$ cat config.mk
export PLATFORM = sky130hd
export DESIGN_NAME = load_store_unit
export DESIGN_NICKNAME = d
export VERILOG_FILES = /design/src/rtl/load_store_unit.sv
export SDC_FILE = /design/constraint.sdc
export NUM_CORES = 1
export LEC_CHECK = 0
export ABC_AREA = 1
export CAP_MARGIN = 40
export CELL_PAD_IN_SITES_DETAIL_PLACEMENT = 0
export CELL_PAD_IN_SITES_GLOBAL_PLACEMENT = 2
export CORE_MARGIN = 1
export CORE_UTILIZATION = 27
export DETAILED_ROUTE_END_ITERATION = 16
export GPL_TIMING_DRIVEN = 0
export MAX_ROUTING_LAYER = met4
export PLACE_DENSITY = 0.91
export SLEW_MARGIN = 5
export SYNTH_ARGS = -nofsm -noshare
export SYNTH_HDL_FRONTEND = slang
export SYNTH_SLANG_ARGS = --single-unit
$ cat constraint.sdc
create_clock -name clk -period 2.5 [get_ports clk]
set_input_delay 0.25 -clock clk [delete_from_list [all_inputs] [get_ports clk]]
set_output_delay 0.25 -clock clk [all_outputs]
set_load 0.01 [all_outputs]
$ cat src/rtl/load_store_unit.sv
`default_nettype none
// ============================================================================
// Module   : load_store_unit
// Purpose  : Byte-addressed load/store front end for a word-wide synchronous
//            data memory; sub-word stores use read-modify-write.
// Revision : 1.0  initial release
// ============================================================================
module load_store_unit #(
    parameter int ADDR_WIDTH = 8
) (
    input  logic                  clk,
    input  logic                  rst_n,
    input  logic                  req_valid,
    output logic                  req_ready,
    input  logic                  req_we,
    input  logic [2:0]            req_funct3,
    input  logic [31:0]           req_addr,
    input  logic [31:0]           req_wdata,
    output logic                  rsp_valid,
    output logic [31:0]           rsp_rdata,
    output logic                  rsp_err,
    output logic [ADDR_WIDTH-1:0] mem_addr,
    output logic [31:0]           mem_data_in,
    output logic                  mem_we,
    input  logic [31:0]           mem_data_out
);

    localparam logic [2:0] S_IDLE = 3'd0;
    localparam logic [2:0] S_RD   = 3'd1;
    localparam logic [2:0] S_DATA = 3'd2;
    localparam logic [2:0] S_WR   = 3'd3;
    localparam logic [2:0] S_RESP = 3'd4;

    localparam logic [2:0] c_F3_B  = 3'b000;
    localparam logic [2:0] c_F3_H  = 3'b001;
    localparam logic [2:0] c_F3_W  = 3'b010;
    localparam logic [2:0] c_F3_BU = 3'b100;
    localparam logic [2:0] c_F3_HU = 3'b101;

    logic [2:0]            state_q, state_d;
    logic [2:0]            f3_q;
    logic                  we_q;
    logic [1:0]            lane_q;
    logic [15:0]           wdata_q;
    logic [ADDR_WIDTH-1:0] mem_addr_q;
    logic [31:0]           mem_data_in_q;
    logic [31:0]           rsp_rdata_q;
    logic                  rsp_err_q;

    logic                  w_err;
    logic                  w_is_sw;
    logic [7:0]            w_byte;
    logic [15:0]           w_half;
    logic [31:0]           w_load;
    logic [31:0]           w_merged;
    logic                  w_unused_addr;

    // Upper address bits are deliberately dropped so accesses wrap.
    assign w_unused_addr = ^{req_addr[31:ADDR_WIDTH+2]};

    always_comb begin
        w_err = 1'b1;
        case (req_funct3)
            c_F3_B:  w_err = 1'b0;
            c_F3_H:  w_err = req_addr[0];
            c_F3_W:  w_err = (req_addr[1:0] != 2'b00);
            c_F3_BU: w_err = req_we;
            c_F3_HU: w_err = req_we | req_addr[0];
            default: w_err = 1'b1;
        endcase
    end

    assign w_is_sw = req_we && (req_funct3 == c_F3_W);

    // Lane selection from the word returned for the address registered in RD.
    always_comb begin
        w_byte = mem_data_out[7:0];
        case (lane_q)
            2'd0:    w_byte = mem_data_out[7:0];
            2'd1:    w_byte = mem_data_out[15:8];
            2'd2:    w_byte = mem_data_out[23:16];
            default: w_byte = mem_data_out[31:24];
        endcase
        w_half = lane_q[1] ? mem_data_out[31:16] : mem_data_out[15:0];
        case (f3_q)
            c_F3_B:  w_load = {{24{w_byte[7]}}, w_byte};
            c_F3_BU: w_load = {24'h0, w_byte};
            c_F3_H:  w_load = {{16{w_half[15]}}, w_half};
            c_F3_HU: w_load = {16'h0, w_half};
            default: w_load = mem_data_out;
        endcase
    end

    always_comb begin
        w_merged = mem_data_out;
        if (f3_q[0]) begin
            if (lane_q[1]) w_merged[31:16] = wdata_q;
            else           w_merged[15:0]  = wdata_q;
        end else begin
            case (lane_q)
                2'd0:    w_merged[7:0]   = wdata_q[7:0];
                2'd1:    w_merged[15:8]  = wdata_q[7:0];
                2'd2:    w_merged[23:16] = wdata_q[7:0];
                default: w_merged[31:24] = wdata_q[7:0];
            endcase
        end
    end

    always_ff @(posedge clk or negedge rst_n) begin
        if (!rst_n) state_q <= S_IDLE;
        else        state_q <= state_d;
    end

    always_comb begin
        state_d = state_q;
        case (state_q)
            S_IDLE: begin
                if (req_valid) begin
                    if (w_err)        state_d = S_RESP;
                    else if (w_is_sw) state_d = S_WR;
                    else              state_d = S_RD;
                end
            end
            S_RD:    state_d = S_DATA;
            S_DATA:  state_d = we_q ? S_WR : S_RESP;
            S_WR:    state_d = S_RESP;
            S_RESP:  state_d = S_IDLE;
            default: state_d = S_IDLE;
        endcase
    end

    always_comb begin
        req_ready = (state_q == S_IDLE);
        rsp_valid = (state_q == S_RESP);
        mem_we    = (state_q == S_WR);
    end

    always_ff @(posedge clk or negedge rst_n) begin
        if (!rst_n) begin
            f3_q          <= 3'd0;
            we_q          <= 1'b0;
            lane_q        <= 2'd0;
            wdata_q       <= 16'h0;
            mem_addr_q    <= '0;
            mem_data_in_q <= 32'h0;
            rsp_rdata_q   <= 32'h0;
            rsp_err_q     <= 1'b0;
        end else begin
            case (state_q)
                S_IDLE: begin
                    if (req_valid) begin
                        f3_q       <= req_funct3;
                        we_q       <= req_we;
                        lane_q     <= req_addr[1:0];
                        wdata_q    <= req_wdata[15:0];
                        mem_addr_q <= req_addr[ADDR_WIDTH+1:2];
                        if (w_err) begin
                            rsp_err_q   <= 1'b1;
                            rsp_rdata_q <= 32'h0;
                        end else if (w_is_sw) begin
                            mem_data_in_q <= req_wdata;
                        end
                    end
                end
                S_DATA: begin
                    if (we_q) begin
                        mem_data_in_q <= w_merged;
                    end else begin
                        rsp_rdata_q <= w_load;
                        rsp_err_q   <= 1'b0;
                    end
                end
                S_WR: begin
                    rsp_rdata_q <= 32'h0;
                    rsp_err_q   <= 1'b0;
                end
                default: ;
            endcase
        end
    end

    assign mem_addr    = mem_addr_q;
    assign mem_data_in = mem_data_in_q;
    assign rsp_rdata   = rsp_rdata_q;
    assign rsp_err     = rsp_err_q;

endmodule
`default_nettype wire

After elaboration in Yosys (flattened, before gate mapping) --
Index checks and enable logic that the tools add are counted.
Word-level totals: register bits after elaboration 98, logic and storage cells 70, input bits 103, bits in read-only memories 0, output and inout port bits 76, latch bits 0, memories 0, memory bits (writable) 0
Operators by class: magnitude comparators 0, multiply operators 0, add/subtract/negate cells 0, divide/modulo/power cells 0, reduce and logical (&&, ||, !) cells 12, bitwise gates (word level) 1, shift-type cells 0, mux-type cells 29, eq/ne operators 19
Operators by type and width (number):
- 2-to-1 mux 32 bit | 8
- one-hot mux 32 bit (4 select lines) | 1
- one-hot mux 32 bit (3 select lines) | 1
- one-hot mux 32 bit (2 select lines) | 1
- 2-to-1 mux 16 bit | 3
- 2-to-1 mux 8 bit | 4
- one-hot mux 8 bit (3 select lines) | 1
- == test 3 bit, second input constant | 5
- one-hot mux 3 bit (4 select lines) | 1
- == test 3 x 1 -> 1 bit, second input constant | 3
- == test 3 x 2 -> 1 bit, second input constant | 3
- zero test 3 bit | 3
- 2-to-1 mux 3 bit | 3
- != test 2 bit, second input constant | 4
- one-hot mux 1 bit (5 select lines) | 1
- AND reduction 5 bit | 1
- != test 2 x 1 -> 1 bit, second input constant | 2
- AND reduction 4 bit | 1
- nonzero test 2 bit | 2
- 2-to-1 mux 1 bit | 3
- one-hot mux 1 bit (3 select lines) | 1
- nonzero test 3 bit | 1
- OR reduction 3 bit | 1
- == test 2 x 1 -> 1 bit, second input constant | 1
- other kinds (6) | 6

Depth between registers and ports, before layout --
word-level depth 6, mapped depth 10, depth with buffers taken out 9

Worst setup path after synthesis --
Ideal clock, no wire load.
path type register -> register, from reg state_q[0], to reg mem_addr_q[2] (netlist: mem_addr[2]), slack 1.098 ns, arrival time 1.274 ns, stages on the path, launching flop included 7, path buffers 1, required time 2.373 ns, cells stage by stage dfrtp_1 > nor2_1 > nand2_1 > inv_2 > nand2_4 > buf_6 > mux2_1
Between the ends: cells in the longest elaborated chain, start to end 2
RTL lines:
- from (decl) | line 40 | logic [2:0] state_q, state_d;
- from (signal assigned) | line 111 | else state_q <= state_d;
- zero test 3 bit
- net req_ready | line 14 | output logic req_ready,
- AND reduction 2 bit (no source line)
- to (signal assigned) | line 156 | mem_addr_q <= req_addr[ADDR_WIDTH+1:2];
- to (decl) | line 45 | logic [ADDR_WIDTH-1:0] mem_addr_q;
The timed path passes the listed nets, and every way through them passes these cells. A chain may end at the register's enable or synchronous reset.

Worst setup path in the final report --
from reg state_q[0], to out req_ready
Between the ends: cells in the longest elaborated chain, start to end 1
RTL lines:
- zero test 3 bit | line 133 | req_ready = (state_q == S_IDLE);
- to (decl) | line 14
Every way passes these cells.

==> results.md <==
| Step | Result | Reported |
|:---|:---|:---|
| outcome | Status | finished, final reports clean |
| global route | First-pass GRT wire length | 34.71 mm |
| setup path | Reg2Reg Capture Point | mem_data_in[9] |
| timing | Relative slew slack | 57.25% |
| route | Number of vias after detailed routing | 6194 |
| setup path | Reg2reg start | f3_q[0] |
| synth | Count of unique library cells instantiated by Yosys | 28 |
| timing | Post-route clock period utilization | 79.35% |
| power | Worst vdd ir | 0.0005705 V |
| global route | Number of antenna violations at the first check in global routing | 0 |
| clock network | # clock sinks | 98 |
| power | Power density over the cells | 1069 nW/um^2 |
| global route | Aggregate global routing overflow | 0 |
| floorplanning | Total I/O pin count | 179 |
| timing | Final hold violations | 0 |
| route | DR iter-0 viols | 476 |
| synth | Sequential cell area fraction in the yosys report | 41.44% |
| finish | Non-Filler Instances | 1293 |
| clock network | H-tree lvl count | 3 |
| finish | Top library cells by usage in the layout, fill and taps aside | nand2_1 (341), clkdlybuf4s50_1 (155), dfrtp_1 (98), nand3_1 (80), a21oi_1 (70) |
| setup path | Critical path fanouts, max | 5 |
| power | Part of the total power dissipated in combinational logic | 54.5% |
| power | Switching power of the nets | 3.867 mW |
| setup path | Cells on worst reg2reg path | 8 |
| clock network | Clock tree from TritonCTS | yes |
| finish | Most common library cell in the layout ignoring fill and taps | nand2_1 |
| placement | Half-perimeter wire length of the detailed placement result | 17.74 mm |
| clock network | Worst-Skew Late Latency | 0.36 ns |
| clock network | Root Driver | clkbuf_16 |
| floorplanning | Std cell rows | 53 |
| clock network | Clock transition at the registers of the reported paths | 0.07 ns |
| setup path | CP startpoint kind | flip-flop |
| route | Drc violations | 0 |
| placement | # port buffers | 156 |
| timing | Layout Skew | 0.006140 ns |
| setup path | Signal arrival time at the worst endpoint | 1.73 ns |
| timing | Worst hold slack | 0.4306 ns |
| timing | Fmax | 0.5041 GHz |
| synth | Synth Net Count | 947 |
| setup path | Worst EP required | 2.25 ns |
| floorplanning | Total die area | 22520 sq um |
| global route | Vias in the first global route | 5878 |
| timing | Unrepaired setup endpoints after global routing | no |
| synth | Area of the mapped netlist | 5918 sq um |
| global route | Overall global routing resource usage | 21.51% |
| run | Reported max-cap violation count | 0 |
| route | Routed Antenna Nets | 0 |
| route | WL final | 22.75 mm |
| setup path | Endpoint kind of the worst setup timing path | output port |
| route | Vias per std cell | 4.790 |
| finish | Filler instances | 2286 |
| min path | Hold/Removal Path Class | in2async |
| setup path | Category of the critical setup timing path | reg2out |
| clock network | Maximum count of clock buffers along a single path | 2 |
| power | Int Pwr | 4.863 mW |
| timing | Shortest period the worst path allows | 1.984 ns |
| placement | Number of cells in the design after placement | 1276 |
| timing | Final setup fails | 0 |
| timing | Pin slew with the least headroom to its limit | 0.6413 ns |
| setup path | Register-to-register path setup slack | 0.67 ns |
| floorplanning | Width of the chip | 150.1 um |
| synth | Yosys warnings | 0 |
| timing | Count of pins over their slew limit | 0 |
| synth | Number of flip-flops and latches in the synthesized netlist | 98 |
| floorplanning | Initial core utilization | 27.80% |
| floorplanning | Vertical die dimension | 150.1 um |
| power | Clock network power share | 16.8% |
| finish | Final net count | 1116 |
| clock network | Clock buffer count from CTS | 9 |
| power | Share of power burned in registers | 28.7% |
| global route | Largest net degree at the start of global routing | 57 |
| floorplanning | Floorplan Core Area | 21290 sq um |
| synth | Avg Inst Size Synth | 7.012 sq um |
| finish | Area grow syn2layout | 37.93% |
| route | Detailed-router iteration count before antenna repair | 5 |
| placement | Gp weighted congestion | 0.9171 |
| synth | Syn Inst Count | 844 |
| route | Post-detailed-route wirelength per cell | 17.59 um |
| clock network | Number of buffers added for setup after CTS | 0 |
| finish | Fraction of final layout cells with drive strength greater than 1 | 8.546% |
| power | Leakage power | 3.994 nW |
| finish | Antenna diode instance count | 0 |
| power | Switching share of power | 44.29% |
==> stage by stage <==
step                      instance area [sq um]  TNS (ns)  power, mW  utilization [%]  setup WS (ns)
after CTS                                  8163         0      8.758            38.35         0.4901
after global routing                       8163         0      9.384            38.35         0.4351
final                                      8163         0      8.730            38.35         0.5162
after detailed placement                   7849         0      7.237            36.87         0.5558
after floorplan                            5918         0      5.314                -          1.098
after global placement                     7824   -269.82      7.227            36.75         -2.762
==> worst max-delay path by stage <==
stage                from               to
3_3_place_gp        rst_n    rsp_rdata[17]
6_report       state_q[0]        req_ready
4_1_cts        state_q[0]        req_ready
5_1_grt        state_q[0]        req_ready
2_1_floorplan  state_q[0]      mem_addr[2]
3_5_place_dp    req_valid  mem_data_in[26]
==> cells in the mapped netlist <==
| cell | instances | area, sq um |
|---|---|---|
| a21oi_1 | 70 | 350.3 |
| buf_2 | 18 | 90.09 |
| buf_4 | 15 | 112.6 |
| buf_6 | 4 | 45.04 |
| clkbuf_1 | 15 | 56.30 |
| clkinv_4 | 1 | 8.760 |
| dfrtp_1 | 98 | 2452 |
| inv_1 | 41 | 153.9 |
| inv_2 | 5 | 18.77 |
| mux2_1 | 4 | 45.04 |
| mux2_2 | 13 | 146.4 |
| nand2_1 | 341 | 1280 |
| nand2_2 | 4 | 25.02 |
| nand2_4 | 3 | 33.78 |
| nand3_1 | 80 | 400.4 |
| nand3_2 | 2 | 20.02 |
| nand3_4 | 1 | 17.52 |
| nand3b_1 | 1 | 7.510 |
| nand4_1 | 2 | 12.51 |
| nor2_1 | 57 | 214.0 |
| nor2_2 | 1 | 6.260 |
| nor2_4 | 2 | 22.52 |
| nor3_1 | 1 | 5.000 |
| o211ai_1 | 26 | 195.2 |
| o21a_1 | 1 | 7.510 |
| o21ai_0 | 36 | 180.2 |
| o21ai_1 | 1 | 5.000 |
| or2_2 | 1 | 6.260 |
==> critical path, stage by stage (launching register included) <==
cell             delay, ns
dfrtp_1               0.43
nor2_1                0.20
nand2_1               0.09
inv_2                 0.10
clkdlybuf4s50_1       0.55
==> power groups by stage <==
stage	sequential, mW	clock, mW	combinational [mW]
2_1_floorplan	2.62	0	2.70
3_3_place_gp	2.52	0	4.71
3_5_place_dp	2.52	0	4.71
4_1_cts	2.51	1.52	4.74
5_1_grt	2.58	1.56	5.24
6_report	2.51	1.47	4.76
==> timing repair <==
action	CTS	global route
resized for setup	0	0
hold buffers	1	0
hold endpoints to repair	42	0
==> logic make-up after synthesis <==
| logic type | count (synthesis) | synth area share (%) |
|---|---|---|
| simple gates | 496 | 34.65 |
| compound gates | 134 | 12.47 |
| buf+inv | 99 | 8.203 |
| flops | 98 | 41.44 |
| mux | 17 | 3.235 |
==> layout make-up <==
cell class              instances  area, sq um  area share [%]
repair buffers                158         1597           19.56
multi-input cells             647         2980           36.51
flip-flops and latches         98         2452           30.04
inverters                      47        181.4           2.223
well taps                     275        344.1           4.215
plain buffers                  52        304.0           3.725
clock inverters                 5        61.31          0.7511
clock buffers                  11        242.7           2.974
==> per-layer routing <==
| layer | wire, um | vias to the layer above | global-route usage, % |
|---|---|---|---|
| met5 | 0 | - | - |
| met4 | 353 | 0 | 5.606 |
| met3 | 1407 | 23 | 3.902 |
| met2 | 10140 | 202 | 32.78 |
| met1 | 10850 | 2899 | 29.20 |
| li1 | - | 3070 | - |
==> sequential cells by signal, summed over array words and instances, names as in the netlist <==
signal / cells
mem_addr: 8
f3_q: 3
wdata_q: 16
mem_data_in: 32
rsp_err: 1
rsp_rdata: 32
state_q: 3
lane_q: 2
we_q: 1
Power figures use the tool's default switching activity.
